### src/rtl/snake_pkg.sv
// Shared encodings for the snake body engine: movement directions, game
// states, and the helper that names the reverse of a direction.
package snake_pkg;

  localparam logic [2:0] IDLE  = 3'd0;
  localparam logic [2:0] UP    = 3'd1;
  localparam logic [2:0] DOWN  = 3'd2;
  localparam logic [2:0] LEFT  = 3'd3;
  localparam logic [2:0] RIGHT = 3'd4;

  localparam logic [1:0] PLAY      = 2'b01;
  localparam logic [1:0] GAME_OVER = 2'b11;

  // Direction that would send the snake back into its own neck.
  function automatic logic [2:0] opposite_dir(input logic [2:0] dir);
    case (dir)
      UP:      opposite_dir = DOWN;
      DOWN:    opposite_dir = UP;
      LEFT:    opposite_dir = RIGHT;
      RIGHT:   opposite_dir = LEFT;
      default: opposite_dir = IDLE;
    endcase
  endfunction

endpackage

### src/rtl/snake_cell_hit.sv
// Tests one pixel against one square cell. hit covers the full cell;
// inset_hit drops a one-pixel border on every side so adjacent body cells
// render with a visible gap. All compares run one bit wider than the
// coordinates so cell_x + CELL cannot wrap.
module snake_cell_hit
  import snake_pkg::*;
#(
  parameter int CELL = 10,
  parameter int BIT  = 10
) (
  input  logic [BIT-1:0] x_pos,
  input  logic [BIT-1:0] y_pos,
  input  logic [BIT-1:0] cell_x,
  input  logic [BIT-1:0] cell_y,
  output logic           hit,
  output logic           inset_hit
);

  localparam logic [BIT:0] SIZE = (BIT+1)'(CELL);
  localparam logic [BIT:0] ONE  = (BIT+1)'(1);

  logic [BIT:0] px, py, x_lo, y_lo, x_hi, y_hi, x_lo_in, y_lo_in, x_hi_in, y_hi_in;

  assign px      = {1'b0, x_pos};
  assign py      = {1'b0, y_pos};
  assign x_lo    = {1'b0, cell_x};
  assign y_lo    = {1'b0, cell_y};
  assign x_hi    = x_lo + SIZE;
  assign y_hi    = y_lo + SIZE;
  assign x_lo_in = x_lo + ONE;
  assign y_lo_in = y_lo + ONE;
  assign x_hi_in = x_hi - ONE;
  assign y_hi_in = y_hi - ONE;

  assign hit       = (px >= x_lo) && (px < x_hi) && (py >= y_lo) && (py < y_hi);
  assign inset_hit = (px >= x_lo_in) && (px < x_hi_in) && (py >= y_lo_in) && (py < y_hi_in);

endmodule

### src/rtl/snake_body_engine.sv
// Snake movement and body store. Keeps the head and up to MAX_BODY trailing
// segments, steps one cell per game tick in the latched heading, grows on
// apple events, flags wall and self collisions, and produces registered
// per-pixel head/body hit flags for the renderer.
module snake_body_engine
  import snake_pkg::*;
#(
  parameter int CELL     = 10,
  parameter int BIT      = 10,
  parameter int MAX_BODY = 16,
  parameter int LEN_W    = 5,
  parameter int X_START  = 320,
  parameter int Y_START  = 240,
  parameter int X_LIMIT  = 640,
  parameter int Y_LIMIT  = 480
) (
  input  logic             clk,
  input  logic             reset,
  input  logic             update,
  input  logic [2:0]       direction,
  input  logic [1:0]       game_state,
  input  logic             grow,
  input  logic [BIT-1:0]   x_pos,
  input  logic [BIT-1:0]   y_pos,
  output logic             head_active,
  output logic             body_active,
  output logic             self_hit,
  output logic             wall_hit,
  output logic [LEN_W-1:0] length,
  output logic [BIT-1:0]   head_x,
  output logic [BIT-1:0]   head_y
);

  localparam logic [BIT:0]     STEP    = (BIT+1)'(CELL);
  localparam logic [BIT:0]     X_MAX   = (BIT+1)'(X_LIMIT - CELL);
  localparam logic [BIT:0]     Y_MAX   = (BIT+1)'(Y_LIMIT - CELL);
  localparam logic [LEN_W-1:0] LEN_MAX = LEN_W'(MAX_BODY);

  logic [2:0]       heading, heading_nxt;
  logic             grow_pend, pend_eff;
  logic [BIT-1:0]   seg_x [MAX_BODY];
  logic [BIT-1:0]   seg_y [MAX_BODY];
  logic [BIT:0]     next_x, next_y;
  logic             move_req, blocked, move_ok;
  logic [LEN_W-1:0] len_nxt;
  logic [MAX_BODY-1:0] self_match, seg_live;
  logic               restart;

  logic [BIT-1:0]   cell_x [MAX_BODY+1];
  logic [BIT-1:0]   cell_y [MAX_BODY+1];
  logic [MAX_BODY:0] cell_hit, cell_inset;

  // The head only needs the full-cell test and the body only the inset test;
  // the other halves are collected here so they are visibly intentional.
  logic               unused_head_inset;
  logic [MAX_BODY-1:0] unused_body_full;
  assign unused_head_inset = cell_inset[0];
  assign unused_body_full  = cell_hit[MAX_BODY:1];

  // GAME_OVER holds the engine in its restart state just like reset.
  assign restart  = reset || (game_state == GAME_OVER);
  assign pend_eff = grow_pend || grow;
  assign move_req = update && (game_state == PLAY) && (heading != IDLE);
  assign move_ok  = move_req && !blocked;
  assign len_nxt  = (pend_eff && (length < LEN_MAX)) ? length + LEN_W'(1) : length;

  // Accept a new heading unless it is idle or would reverse a snake with a body.
  always_comb begin
    heading_nxt = heading;
    if ((direction != IDLE) && (direction <= RIGHT) &&
        !((length != '0) && (direction == opposite_dir(heading))))
      heading_nxt = direction;
  end

  // Candidate head one cell ahead; a subtraction below zero wraps high and
  // therefore lands beyond the limit, so one compare covers both edges.
  always_comb begin
    next_x = {1'b0, head_x};
    next_y = {1'b0, head_y};
    case (heading)
      UP:      next_y = {1'b0, head_y} - STEP;
      DOWN:    next_y = {1'b0, head_y} + STEP;
      LEFT:    next_x = {1'b0, head_x} - STEP;
      RIGHT:   next_x = {1'b0, head_x} + STEP;
      default: ;
    endcase
    blocked = (next_x > X_MAX) || (next_y > Y_MAX);
  end

  // Self collision against the body as it will look after the shift, so the
  // tail cell being vacated on this move never counts.
  always_comb begin
    self_match    = '0;
    self_match[0] = ({1'b0, head_x} == next_x) && ({1'b0, head_y} == next_y) && (len_nxt != '0);
    for (int i = 1; i < MAX_BODY; i++) begin
      if ((i < int'(len_nxt)) && ({1'b0, seg_x[i-1]} == next_x) && ({1'b0, seg_y[i-1]} == next_y))
        self_match[i] = 1'b1;
    end
  end

  // Head, heading, growth bookkeeping and collision pulses.
  always_ff @(posedge clk) begin
    if (restart) begin
      head_x    <= BIT'(X_START);
      head_y    <= BIT'(Y_START);
      length    <= '0;
      heading   <= IDLE;
      grow_pend <= 1'b0;
      wall_hit  <= 1'b0;
      self_hit  <= 1'b0;
    end else begin
      heading  <= heading_nxt;
      wall_hit <= move_req && blocked;
      self_hit <= move_ok && (|self_match);
      if (move_ok) begin
        head_x    <= next_x[BIT-1:0];
        head_y    <= next_y[BIT-1:0];
        length    <= len_nxt;
        grow_pend <= 1'b0;
      end else begin
        grow_pend <= pend_eff;
      end
    end
  end

  // Body shift register: the old head becomes segment 0 on every move.
  always_ff @(posedge clk) begin
    if (restart) begin
      for (int i = 0; i < MAX_BODY; i++) begin
        seg_x[i] <= BIT'(X_LIMIT);
        seg_y[i] <= BIT'(Y_LIMIT);
      end
    end else if (move_ok) begin
      for (int i = MAX_BODY - 1; i > 0; i--) begin
        seg_x[i] <= seg_x[i-1];
        seg_y[i] <= seg_y[i-1];
      end
      seg_x[0] <= head_x;
      seg_y[0] <= head_y;
    end
  end

  // Cell list for the pixel compare: entry 0 is the head, then the body.
  always_comb begin
    cell_x[0] = head_x;
    cell_y[0] = head_y;
    for (int i = 0; i < MAX_BODY; i++) begin
      cell_x[i+1] = seg_x[i];
      cell_y[i+1] = seg_y[i];
      seg_live[i] = (i < int'(length));
    end
  end

  for (genvar g = 0; g <= MAX_BODY; g++) begin : g_cell
    snake_cell_hit #(
      .CELL (CELL),
      .BIT  (BIT)
    ) u_cell_hit (
      .x_pos     (x_pos),
      .y_pos     (y_pos),
      .cell_x    (cell_x[g]),
      .cell_y    (cell_y[g]),
      .hit       (cell_hit[g]),
      .inset_hit (cell_inset[g])
    );
  end

  // Register the pixel hits for the renderer; blank while restarting.
  always_ff @(posedge clk) begin
    if (restart) begin
      head_active <= 1'b0;
      body_active <= 1'b0;
    end else begin
      head_active <= cell_hit[0];
      body_active <= |(cell_inset[MAX_BODY:1] & seg_live);
    end
  end

endmodule

### config.mk
export PLATFORM = sky130hd
export DESIGN_NAME = snake_body_engine
export DESIGN_NICKNAME = d
export VERILOG_FILES = /design/src/rtl/snake_pkg.sv /design/src/rtl/snake_cell_hit.sv /design/src/rtl/snake_body_engine.sv
export SDC_FILE = /design/constraint.sdc
export NUM_CORES = 1
export LEC_CHECK = 0
export ABC_AREA = 1
export CORE_MARGIN = 3
export CORE_UTILIZATION = 41
export DETAILED_ROUTE_END_ITERATION = 12
export PLACE_DENSITY = 0.63
export SLEW_MARGIN = 10
export SYNTH_ARGS = -nofsm -noshare
export SYNTH_HDL_FRONTEND = slang
export SYNTH_SLANG_ARGS = --single-unit
### constraint.sdc
create_clock -name clk -period 16.2 [get_ports clk]
set_input_delay 1.62 -clock clk [delete_from_list [all_inputs] [get_ports clk]]
set_output_delay 1.62 -clock clk [all_outputs]
set_load 0.02 [all_outputs]
# Word level (Yosys, flattened, before mapping)
# Memories as Yosys holds them, arrays and structs flattened.
# Cells that the tools add are included.
[op_classes]
eq_ne = 39
n_lt_le_gt_ge = 103
mux = 56
n_addsub = 101
reduce_logical = 104
n_bitwise = 33
[ops]
columns = ["op", "count"]
rows = [
  ["$add A10 B4 Y11 const B", 34],
  ["$lt A10 B11 Y1", 34],
  ["$add A10 B1 Y11 const B", 32],
  ["$eq A10 B11 Y1", 32],
  ["$ge A10 B11 Y1", 32],
  ["$sub A11 B1 Y11 const B", 32],
  ["$mux W10", 32],
  ["$logic_and A1 B1 Y1", 92],
  ["$lt A4 B5 Y1 const A", 16],
  ["$pmux W11 S2", 2],
  ["$lt A3 B5 Y1 const A", 8],
  ["$or A1 B1 Y1", 32],
  ["$reduce_or A16 Y1", 2],
  ["$sub A10 B4 Y11 const B", 2],
  ["$ge A10 B10 Y1", 2],
  ["$lt A2 B5 Y1 const A", 4],
  ["$mux W1", 20],
  ["$and A16 B16 Y16", 1],
  ["$lt A1 B5 Y1 const A", 3],
  ["$pmux W3 S4", 1],
  ["$gt A11 B10 Y1 const B", 1],
  ["$gt A11 B9 Y1 const B", 1],
  ["$reduce_bool A5 Y1", 2],
  ["$eq A3 B2 Y1 const B", 2],
  ["13 further kinds", 17],
]
[totals]
word_cells = 447
register_bits = 33
in_bits = 29
output_inout_bits = 29
memories = 2
ram_bits = 320
[mem_list]
columns = ["memory", "words", "width", "rd", "rd_clocked_by_memory_dff", "wr", "line", "text"]
rows = [
  ["seg_x", 16, 10, 16, 0, 16, "snake_body_engine.sv:41", "logic [BIT-1:0] seg_x [MAX_BODY];"],
  ["seg_y", 16, 10, 16, 0, 16, "snake_body_engine.sv:42", "logic [BIT-1:0] seg_y [MAX_BODY];"],
]

# Longest topological paths before layout
[logic_depth]
word_depth = 10
ltp_mapped = 22
ltp_nobuf = 21

# Hierarchy
# From an unflattened synthesis, not the netlist that was laid out.
[hier_totals]
cells_unflattened = 9966
hier_area_um2 = 66821.6
[by_module_without_submodules]
columns = ["mod", "n_inst", "seq_area_each_um2", "area_each_um2", "cells_per_inst"]
rows = [
  ["snake_cell_hit (g_cell[14].u_cell_hit ...)", 9, 0.0, 2924.1, 452],
  ["snake_cell_hit (g_cell[0].u_cell_hit ...)", 7, 0.0, 2786.4, 446],
  ["snake_body_engine", 1, 9268.9, 18251.3, 2341],
  ["snake_cell_hit (g_cell[9].u_cell_hit)", 1, 0.0, 2748.9, 435],
]

# Least setup slack after synthesis
# OpenSTA, ideal clock, no wires.
[synth_timing]
path_kind = "input to register"
startpoint = "in game_state[1]"
endpoint = "mem seg_x[1][1] (netlist: seg_x[0][11]) (enable)"
setup_slack_ns = 10.163
path_buffers = 1
arrival_ns = 5.512
required_ns = 15.674
stages = 5
cell_sequence = "and3b_1 o21a_1 nand2_2 nand2_2 buf_2"
[synth_rtl]
columns = ["item", "line", "text"]
rows = [
  ["start, declared", "snake_body_engine.sv:21", "input logic [1:0] game_state,"],
  ["end, declared", "snake_body_engine.sv:41", ""],
]

==> results.ini <==
[status]
outcome=completed

[synth]
synthArstFlopShare_pct=0
synth_area_um2=33300
synth_edf_count=288
yosysWarnings=0
synth.yosys.seq_area_share_pct=27.8
ys.flop_type=edfxtp_1
synth-compound-area-share_pct=7.96
synth_adder_area_share_pct=22.0
synth_xor_xnor_area_share_pct=5.54
synthSimpleGateAreaFrac_pct=28.4
synth-seq-cells=319
synth_area_per_cell_um2=7.51
synth.distinct_cells=56
syn_inst=4441
synth_top_family_by_area=simple AND/OR/NAND/NOR gates
yosys-mux-area-fraction_pct=0

[sta]
drv_slew=0
setup_ws_ps=10300
tightest_slew_ps=1130
rsz0062_at_grt=no
finalSetupViolCount=0
fin_skew_ps=29.9
hold_viol=0
fin_crit_sh_pct=36.4
finalSetupTns_ps=0
min_period_ps=5900
slew_headroom_pct=22.9
timing.fmax_ghz=0.169

[worst_setup_path]
path_buf_inv=6
worstSetupPathType=reg2reg
worst_path_max_delay_cell=buf_4
path_cells=inv_1, nand3_2, inv_2, nand3_1, nand3_2, nand2_1, inv_1, nand4_1, nand4_1, inv_2, nand2_2, nand2_8, buf_4, buf_4
crit_family=buffers and inverters
cp_max_fo=123
cp-start-kind=flip-flop
required_ps=16410
reg2reg_slack_ps=10300
critical_path_arrival_ps=6110
cpPeakStageDelay_ps=810
endpoint_kind=flip-flop

[grt]
grt_max_degree=124
grt_pass1_vias=29100
antenna_found_initial=3
grt_pass1_wl_um=179000
grt_overflow=0
grt_usage_pct=27.7

[clock_tree]
cts_buffer_depth=3
root_buffer=clkbuf_16
cts_resized=0
cts_hold_buf=0
clk_pin_slew_ps=60
post-cts-setup-buffer-count=0
insertion_delay_ps=610
cts_tree=yes
numCtsBuffers=42
h-tree-depth=2
clkSinkCount=319

[place]
globalplace.congestion=1.02
dp_hpwl_um=92500
place_ws_ps=10340
place_inst=5480
dpl_cell_area_um2=34700
portBuffers=55

[power]
vdd_drop_max_v=0.0000653
power.leakage_nw=17.5
pwr_density_cell_nw_per_um2=71.1

[route]
ant_nets=0
drt-vias-per-instance=5.61
num_vias=31200
routed_wire_length_per_instance_um=21.8
wl_um=121000
dr.pass1.iters=6
drc_errors=0
drt-initial-drc-count=3001

[final_layout]
areaGrowthSynthToFinish_pct=8.16
final_util_pct=45.2
drive_gt1_share_pct=3.84
n_fill_cell=8058
final_nets=5089
final_cells=5556
fin_area_um2=36100
regArea_um2=9270
multiInputGateArea_um2=21300

[hold_path]
min_path_type=reg2reg

[flow_run]
maxCapViolCount=0

[die]
core_area_um2=79800
die_y_um=291
start_util_pct=41.8
fp.dieW_um=291
boundaryPins=58
dieArea_um2=84800
row_count=103

-- metrics by stage --
stage	hold slack (ps)	total power [mW]
after global routing	489	2.67
after floorplan	436	1.37
after global placement	447	1.58
after CTS	460	2.56
final	463	2.56
after detailed placement	451	1.59
-- registers in the layout, indices dropped and copies added, names as in the netlist, 3 cells and up --
register,flops
seg_y,144
seg_x,144
length,5
heading,3
head_y,9
head_x,9
-- cells in the final DEF (no fill, tap or decap), types with 5 or more instances in the layout --
master / count
clkinvlp_4: 5
nand3b_1: 20
o21a_1: 8
o21ai_0: 102
xnor2_1: 34
clkbuf_16: 42
nand2_1: 1033
nor4_1: 26
nor3_1: 88
xor2_1: 177
nand2_2: 17
nor3b_1: 8
o21bai_1: 16
nand2_4: 5
edfxtp_1: 288
a21o_1: 20
clkinv_1: 9
ha_1: 586
nand3_1: 387
buf_2: 14
bufinv_16: 5
clkbuf_1: 8
a21boi_0: 11
clkdlybuf4s50_1: 41
o211ai_1: 8
buf_4: 28
nand4_1: 58
a21oi_1: 255
or3b_2: 5
o22ai_1: 14
inv_1: 530
nand3_2: 10
nor2_1: 529
inv_2: 15
dfxtp_1: 31
a211oi_1: 18
-- layer usage --
metal  routed length [µm]  vias to the layer above  GRT usage (%)
met1                49200                    14500           36.0
met3                 9760                      328           3.71
met2                53100                     1410           43.8
li1                     -                    14900              -
met4                 8920                        2           17.2
met5                   14                        -              0
-- cell usage after synthesis, drive strengths merged, types with 11 or more instances --
cell | number | area, µm²
a211oi | 18 | 135
nand3 | 401 | 2110
nand2 | 1057 | 4060
a21oi | 256 | 1280
buf | 84 | 657
dfxtp | 31 | 621
o21bai | 16 | 120
inv | 547 | 2060
nor3 | 88 | 440
a21o | 20 | 150
a21boi | 11 | 82.6
ha | 586 | 7330
nand3b | 20 | 150
nor2 | 535 | 2030
xor2 | 177 | 1550
edfxtp | 288 | 8650
clkbuf | 11 | 41.3
o22ai | 14 | 87.6
o21ai | 106 | 531
nor4 | 26 | 163
xnor2 | 34 | 298
nand4 | 58 | 363
-- final cells by class --
class | count | area share (%)
multi-input combinational | 3476 | 59.1
sequential | 319 | 25.7
inverter | 552 | 5.77
tap | 1050 | 3.64
clock buffer | 52 | 3.07
timing repair buffer | 83 | 1.92
clock inverter | 23 | 0.767
antenna | 1 | 0.00694
-- path summary, 6_finish.rpt --
kind                                  from            to  cells after the start
worst max register to register  heading[1]  seg_y[1][34]                     14
worst min register to register   grow_pend     grow_pend                      2
worst min-delay path             grow_pend     grow_pend                      2
worst max-delay path            heading[1]  seg_y[1][34]                     14
-- cell families (layout without fill, tap and decap cells) --
family | Yosys count | count (layout)
buf+inv | 647 | 710
flops | 319 | 319
compound gates | 474 | 474
xor+xnor | 211 | 211
other cells | 1 | 3
fa+ha+maj | 586 | 586
simple gates | 2203 | 2203
-- report_power, final --
part	leakage [nW]	internal, mW	switching, mW
clock network	0.657	0.568	0.409
logic	13.9	0.191	0.435
registers	2.99	0.930	0.0303
-- tightest hold or removal path, stage by stage, from the launching register on --
cell	delay [ps]
dfxtp_1	290
inv_1	60
a21oi_1	60
Power figures use the tool's default switching activity.
